--- src/rtl/dsm_capture_buffer.sv ---
// dsm_capture_buffer: capture/playback buffer for delta-sigma modulator bitstreams.
// Records up to DEPTH words of MOD_BITS width through a valid/ready input port. On play it
// replays them in write order through a registered valid/ready output port.
// Optional feature macro: DSM_BUF_LOOP_EN -- when defined, playback wraps continuously
// (done pulses once per wrap) until abort; when undefined, playback is one-shot.
//
// Ports:
//   internal_clk, internal_rst   clock, synchronous active-high reset
//   arm, play, abort             command pulses (priority abort > arm > play)
//   in_valid, in_bits, in_ready  capture port
//   out_valid, out_bits, out_ready  playback port (out_bits = IDLE_CODE when not valid)
//   fill_level                   captured word count, 0..DEPTH
//   state                        IDLE=0, CAPTURE=1, READY=2, PLAY=3
//   overflow                     sticky, a word was offered in READY or PLAY
//   done                         one-cycle pulse after the last word is accepted
module dsm_capture_buffer #(
    parameter int unsigned          MOD_BITS  = 4,
    parameter int unsigned          DEPTH     = 256,
    parameter logic [MOD_BITS-1:0]  IDLE_CODE = {MOD_BITS{1'b0}},
    localparam int unsigned         AW        = $clog2(DEPTH)
) (
    input  logic                internal_clk,
    input  logic                internal_rst,
    input  logic                arm,
    input  logic                play,
    input  logic                abort,
    input  logic                in_valid,
    input  logic [MOD_BITS-1:0] in_bits,
    output logic                in_ready,
    output logic                out_valid,
    output logic [MOD_BITS-1:0] out_bits,
    input  logic                out_ready,
    output logic [AW:0]         fill_level,
    output logic [1:0]          state,
    output logic                overflow,
    output logic                done
);

    typedef enum logic [1:0] {
        StIdle    = 2'd0,
        StCapture = 2'd1,
        StReady   = 2'd2,
        StPlay    = 2'd3
    } state_e;

    localparam logic [AW:0] LastFill = (AW+1)'(DEPTH - 1);
`ifdef DSM_BUF_LOOP_EN
    localparam logic [AW-1:0] FirstIdx = '0;
`endif

    state_e              state_q, state_d;
    logic [AW:0]         fill_q, fill_d;
    // Index of the next word to load into the output register.
    logic [AW:0]         rd_ptr_q, rd_ptr_d;
    logic                overflow_q, overflow_d;
    logic                done_q, done_d;
    logic                out_valid_q, out_valid_d;
    logic [MOD_BITS-1:0] out_bits_q, out_bits_d;
    logic                wr_en;
    logic                xfer;
    logic                all_loaded;

    logic [MOD_BITS-1:0] mem [DEPTH];

    assign xfer       = out_valid_q & out_ready;
    assign all_loaded = (rd_ptr_q == fill_q);

    always_comb begin
        state_d     = state_q;
        fill_d      = fill_q;
        rd_ptr_d    = rd_ptr_q;
        overflow_d  = overflow_q;
        done_d      = 1'b0;
        out_valid_d = out_valid_q;
        out_bits_d  = out_bits_q;
        wr_en       = 1'b0;

        if (in_valid && (state_q == StReady || state_q == StPlay)) begin
            overflow_d = 1'b1;
        end

        if (abort) begin
            state_d     = StIdle;
            fill_d      = '0;
            rd_ptr_d    = '0;
            out_valid_d = 1'b0;
            out_bits_d  = IDLE_CODE;
        end else begin
            unique case (state_q)
                StIdle: begin
                    if (arm) begin
                        state_d    = StCapture;
                        fill_d     = '0;
                        overflow_d = 1'b0;
                    end
                end
                StCapture: begin
                    if (arm) begin
                        // Restart: any word offered this cycle belongs to the old capture.
                        fill_d     = '0;
                        overflow_d = 1'b0;
                    end else begin
                        wr_en = in_valid;
                        if (in_valid) begin
                            fill_d = fill_q + 1'b1;
                        end
                        if (play && (fill_q != '0 || in_valid)) begin
                            state_d  = StPlay;
                            rd_ptr_d = '0;
                        end else if (in_valid && fill_q == LastFill) begin
                            state_d = StReady;
                        end
                    end
                end
                StReady: begin
                    if (arm) begin
                        state_d    = StCapture;
                        fill_d     = '0;
                        overflow_d = 1'b0;
                    end else if (play) begin
                        state_d  = StPlay;
                        rd_ptr_d = '0;
                    end
                end
                StPlay: begin
                    // Refill the output register when it is empty or being drained.
                    if (!out_valid_q || xfer) begin
                        if (!all_loaded) begin
                            out_bits_d  = mem[rd_ptr_q[AW-1:0]];
                            out_valid_d = 1'b1;
                            rd_ptr_d    = rd_ptr_q + 1'b1;
                        end else begin
`ifdef DSM_BUF_LOOP_EN
                            done_d      = xfer;
                            out_bits_d  = mem[FirstIdx];
                            out_valid_d = 1'b1;
                            rd_ptr_d    = (AW+1)'(1);
`else
                            out_valid_d = 1'b0;
                            out_bits_d  = IDLE_CODE;
                            if (xfer) begin
                                done_d  = 1'b1;
                                state_d = StReady;
                            end
`endif
                        end
                    end
                end
                default: state_d = StIdle;
            endcase
        end
    end

    always_ff @(posedge internal_clk) begin
        if (internal_rst) begin
            state_q     <= StIdle;
            fill_q      <= '0;
            rd_ptr_q    <= '0;
            overflow_q  <= 1'b0;
            done_q      <= 1'b0;
            out_valid_q <= 1'b0;
            out_bits_q  <= IDLE_CODE;
        end else begin
            state_q     <= state_d;
            fill_q      <= fill_d;
            rd_ptr_q    <= rd_ptr_d;
            overflow_q  <= overflow_d;
            done_q      <= done_d;
            out_valid_q <= out_valid_d;
            out_bits_q  <= out_bits_d;
        end
    end

    // Storage is deliberately not reset; only captured entries are ever read.
    always_ff @(posedge internal_clk) begin
        if (wr_en) begin
            mem[fill_q[AW-1:0]] <= in_bits;
        end
    end

    assign in_ready   = (state_q == StCapture);
    assign out_valid  = out_valid_q;
    assign out_bits   = out_bits_q;
    assign fill_level = fill_q;
    assign state      = state_q;
    assign overflow   = overflow_q;
    assign done       = done_q;

endmodule

--- config.mk ---
export PLATFORM = sky130hd
export DESIGN_NAME = dsm_capture_buffer
export DESIGN_NICKNAME = d
export VERILOG_FILES = /design/src/rtl/dsm_capture_buffer.sv
export SDC_FILE = /design/constraint.sdc
export NUM_CORES = 1
export LEC_CHECK = 0
export BUFFER_PORTS_ARGS = -buffer_cell sky130_fd_sc_hd__buf_4
export CORE_UTILIZATION = 50
export CTS_CLUSTER_DIAMETER = 200
export DETAILED_ROUTE_END_ITERATION = 10
export PLACE_DENSITY_LB_ADDON = 0.08
export SYNTH_ARGS = -nofsm -noshare
export SYNTH_HDL_FRONTEND = slang
export SYNTH_SLANG_ARGS = --single-unit
--- constraint.sdc ---
create_clock -name internal_clk -period 5.6 [get_ports internal_clk]
set_input_delay 0.84 -clock internal_clk [delete_from_list [all_inputs] [get_ports internal_clk]]
set_output_delay 0.84 -clock internal_clk [all_outputs]
set_load 0.01 [all_outputs]
* Yosys cells after proc, flatten, opt, wreduce, memory -nomap -nowiden *
Memory sizes are Yosys's and may differ from the RTL's. A register that Yosys moved wholly into a read port is not among the register bits.
Index checks and enable logic that the tools add are counted.
W data, S select, Z words.

storage, ports and cells
  input bits = 11
  word-level logic and storage cells = 86
  flip-flop bits (word level) = 27
  memory bits (read-only) = 0
  memory bits (writable) = 1024
  output and inout bits = 19
  latch bits = 0
  memories = 1

memories
  name  words  width  read ports  clocked after memory_dff  wr ports  line  RTL
  mem   256    4      1           1                         1         63    logic [MOD_BITS-1:0] mem [DEPTH];

cells by class
  multipliers = 0
  equality and inequality tests = 18
  reductions and logical operators = 19
  mux-type cells = 35
  add/sub/neg operators = 2
  shift operators = 0
  order comparisons = 0
  bitwise operators = 4
  div/mod/pow operators = 0

operator list
  operator               count
  $mux W9                9
  $pmux W9 S3            1
  $add A9 B1 Y9 const B  2
  $mux W2                9
  $pmux W9 S2            1
  $mux W8                2
  $ne A2 B2 Y1 const B   7
  $reduce_and A7 Y1      2
  $mux W1                11
  $eq A9 B8 Y1 const B   1
  $eq A9 B9 Y1           1
  $reduce_bool A9 Y1     1
  $pmux W2 S4            1
  $ne A2 B1 Y1 const B   3
  $ne A3 B3 Y1 const B   2
  $reduce_or A5 Y1       1
  $eq A2 B2 Y1 const B   2
  $mux W4                1
  $reduce_or A2 Y1       2
  $logic_and A1 B1 Y1    3
  $logic_or A1 B1 Y1     3
  $ne A3 B1 Y1 const B   1
  $not A1 Y1             3
  $reduce_and A3 Y1      1
  other kinds (8)        8

* Logic depth before layout (Yosys ltp) *
  word-level depth = 8
  depth in mapped cells = 12
  mapped depth without buffers = 9

* Least setup slack after synthesis *
OpenSTA, ideal clock, no wires.

  kind = input to register
  start point = in arm
  end point = mem mem[165][0], enable pin
  path buffers = 1
  stages = 7
  slack = 2769 ps
  required time = 5271 ps
  arrival time = 2501 ps
  library setup time = 329 ps
  path through = nand2b_1 -> nor2_1 -> nand2_1 -> nor4b_1 -> nand2_1 -> clkbuf_1 -> nor2_1

on the way
  longest elaborated chain between the ends = 5

RTL lines
  element                        line  RTL
  start: declaration             24    input logic arm,
  $mux W1                        98    if (arm) begin
  $mux W1                        89    unique case (state_q)
  $mux W1                        82    if (abort) begin
  $mux W1                        176   if (wr_en) begin
  $mux W1 (not written as such)  177   mem[fill_q[AW-1:0]] <= in_bits;
  end: declaration               63

Every way passes these cells.

* Worst setup path after layout *
  start point = reg state_q[0] (netlist: state[0])
  end point = mem mem[89][1], enable pin

on the way
  longest elaborated chain between the ends = 5

RTL lines
  element                        line  RTL
  start: declaration             51    state_e state_q, state_d;
  start signal: assignment       156   state_q <= StIdle;
  start signal: assignment       164   state_q <= state_d;
  $eq A2 B1 Y1                   89
  $mux W1                        89
  $mux W1                        82
  $mux W1                        176
  $mux W1 (not written as such)  177

Every way passes these cells.

==> metrics.md <==
| Metric | Value |
|---|---|
| Combinational Power Share | `1.1%` |
| Final setup fails | `0` |
| Critical Path RT | `5.94 ns` |
| Die height | `292 um` |
| Sequential power share | `54.0%` |
| Power Density | `341 mW/mm^2` |
| Switch Pwr | `3.15 mW` |
| Design Power | `16.1 mW` |
| Ys flop type | `edfxtp_1` |
| Worst-margin pin slew | `1.31 ns` |
| Clock slew at reported path FFs | `0.07 ns` |
| Overflow after GRT | `0` |
| Core area | `0.0836 mm^2` |
| Post-synth ARST share | `0%` |
| Post-CTS setup buffer count | `0` |
| Die Width | `292 um` |
| Fmax | `255 MHz` |
| Final instance area | `0.0471 mm^2` |
| Hold Slack | `0.335 ns` |
| CP peak stage delay | `1.14 ns` |
| Nets | `2327` |
| PostCTS Resize Cnt | `0` |
| Setup TNS | `0 ns` |
| Final hold viol count | `0` |
| Tightest Hold Check Type | `input pin to register` |
| Htree depth | `3` |
| First-pass GRT wire length | `160000 um` |
| WL per Instance | `31.5 um` |
| Outcome | `completed` |
| Sinks on the clock net | `1059` |
| # diodes | `0` |
| WS Path Type | `register to register` |
| Placement Cell Area | `0.0436 mm^2` |
| Max-slew violation count | `0` |
| Detailed placer's ending HPWL | `64800 um` |
| Gr usage total | `26.1%` |
| Worst Min Path Start | `internal_rst` |
| VDD IR-drop max | `0.000252 V` |
| IO buf count | `29` |
| Storage cell area | `0.0315 mm^2` |
| I/O Pins | `30` |
| Post-Synthesis Cells | `2260` |
| Final worst slack | `1.68 ns` |
| Flops & latches, synth | `1059` |
| Routed WL | `110000 um` |
| Clock power share | `45.0%` |
| Iter 0 DRT Violations | `2252` |
| Final period utilization | `70.0%` |
| Number of flops mapped to enable cells by yosys | `1024` |
| Worst clock skew | `0.0306 ns` |
| Number of global-route vias before repair | `22600` |
| Number of filler cells placed in the layout | `6284` |
| RR Endpoint | `mem[89][1]` |
| Synth top area cells | `edfxtp_1, mux4_2, nor2_1` |
| Setup crit end kind | `register` |
| Reg2reg setup slack | `1.68 ns` |
| Slew headroom | `11.4%` |
| Synth area leader | `edfxtp_1` |
| Max-cap violations | `0` |
| CP cell instances | `nand2b_1 -> nor2_1 -> nand2_1 -> nor4b_1 -> nand2_1 -> nor2_1` |
| Initial antenna violation count | `2` |
| RD Place Congestion | `0.825` |
| Syn-to-layout area delta | `11.7%` |
| Post-synth cell types | `65` |
| WP data arrival | `4.26 ns` |
| YS warnings | `0` |
| # DRC | `0` |
| R2R depth | `6` |
| Reg2Reg Launch Point | `state[0]` |
| Root buffer cell | `clkbuf_16` |
| Share of post-route cells with drive strength above 1 | `19.9%` |
| Net Count, Synth | `2277` |
| Worst Setup EP | `mem[89][1]` |
| DP Worst Slack | `1.11 ns` |
| Starting density of the core | `50.5%` |
| CTS buffer count | `107` |
| RSZ-0062 raised after global routing | `no` |
| Register area share after synthesis | `74.5%` |
| Top-area cell type share of the netlist area | `72.9%` |
| Max clock buf depth | `3` |
| Startpoint type of the worst setup path | `register` |
| P_int | `12.9 mW` |
| Sw Ratio | `19.6%` |
| Drt first pass iters | `5` |
| Vias | `22000` |
| Final Critical Period | `3.92 ns` |
| Crit path max-delay cell type | `nor4b_1` |
| Leak pwr | `14.0 nW` |
| Hold_buf cts | `0` |
| Die area | `0.0856 mm^2` |
| Vias per cell | `6.31` |
| Crit path from | `state[0]` |
| Post-route ant nets | `0` |
| Synth Cell Area | `0.0422 mm^2` |
| CTS tree | `done` |
| Most common cell in the netlist | `edfxtp_1` |
| Post-Syn Area per Cell | `18.7 um^2` |
| Largest net degree at the start of global routing | `148` |
| Multi-input gate area | `0.00999 mm^2` |
| Commonest cells in the netlist | `edfxtp_1, nor2_1, mux4_2` |
| Worst skew pair latency | `0.68 ns` |
| Rows | `106` |
| Maximum fanout along the worst path | `16` |
==> state kept, by name, indices dropped and copies added, names as in the netlist, named ones only <==
name and count:
state 2, done 1, out_valid 1, overflow 1, out_bits 4, mem 1024
fill_level 9, rd_ptr_q 9
==> metrics by stage <==
step           cells  utilization, %
6_report        3484            56.4
5_1_grt         3484            56.4
4_1_cts         3484            56.4
3_5_place_dp    3281            52.1
3_3_place_gp    3281            52.1
2_1_floorplan   2260               -
==> cell type report <==
cell class / count / share of cell area [%]
sequential: 1059 / 66.7
multi-input combinational: 1055 / 21.2
clock buffer: 133 / 6.08
tap: 1080 / 2.87
timing repair buffer: 79 / 1.56
clock inverter: 70 / 1.52
inverter: 8 / 0.0637
==> placed cells by master (no fill, tap or decap), drive strengths merged, types with 18 or more instances in the layout <==
cell / n
o21ai: 18
clkinv: 44
o221ai: 38
a22oi: 34
mux4: 225
nand2: 70
o22ai: 23
nor2: 318
buf: 79
edfxtp: 1024
mux2i: 98
dfxtp: 35
clkbuf: 133
nand3: 24
a21oi: 51
==> how the worst min path moves through the flow <==
stage	end	slack (ns)	depth (start not counted)
after global placement	out_bits[2]	0.44	2
final	overflow	0.34	2
after detailed placement	out_bits[2]	0.47	2
after CTS	overflow	0.30	2
after floorplan	out_bits[2]	0.49	2
after global routing	overflow	0.31	2
==> layer usage <==
layer | track usage (%) | part of all wire [%] | up-vias
met2 | 41.2 | 48 | 978
met5 | 0 | 0 | -
met1 | 38.0 | 43 | 11600
li1 | - | - | 9245
met3 | 4.53 | 7.3 | 167
met4 | 6.97 | 2.6 | 0
==> cell families (layout without fill, tap and decap cells) <==
| logic type | Yosys count | after routing | share of synthesized area [%] |
|---|---|---|---|
| flops | 1059 | 1059 | 74.5 |
| simple gates | 487 | 487 | 4.85 |
| mux | 328 | 328 | 14.6 |
| compound gates | 214 | 214 | 3.55 |
| buf+inv | 146 | 290 | 1.89 |
| xor+xnor | 20 | 20 | 0.415 |
| fa+ha+maj | 6 | 6 | 0.178 |
==> worst max-delay path, delay by kind of cell (launching register included) <==
kind | cells | cell delay, ns
and+or+nand+nor | 6 | 3.08
DFF | 1 | 0.52
==> power by group through the flow <==
stage               clock (mW)  sequential (mW)  combinational [mW]
floorplan                    0             8.85              0.0134
global placement             0             8.85               0.176
detailed placement           0             8.85               0.175
CTS                       7.33             8.68               0.175
global route              7.63             8.68               0.183
finish                    7.24             8.68               0.169
No activity file was read; power rests on OpenSTA's default activity.
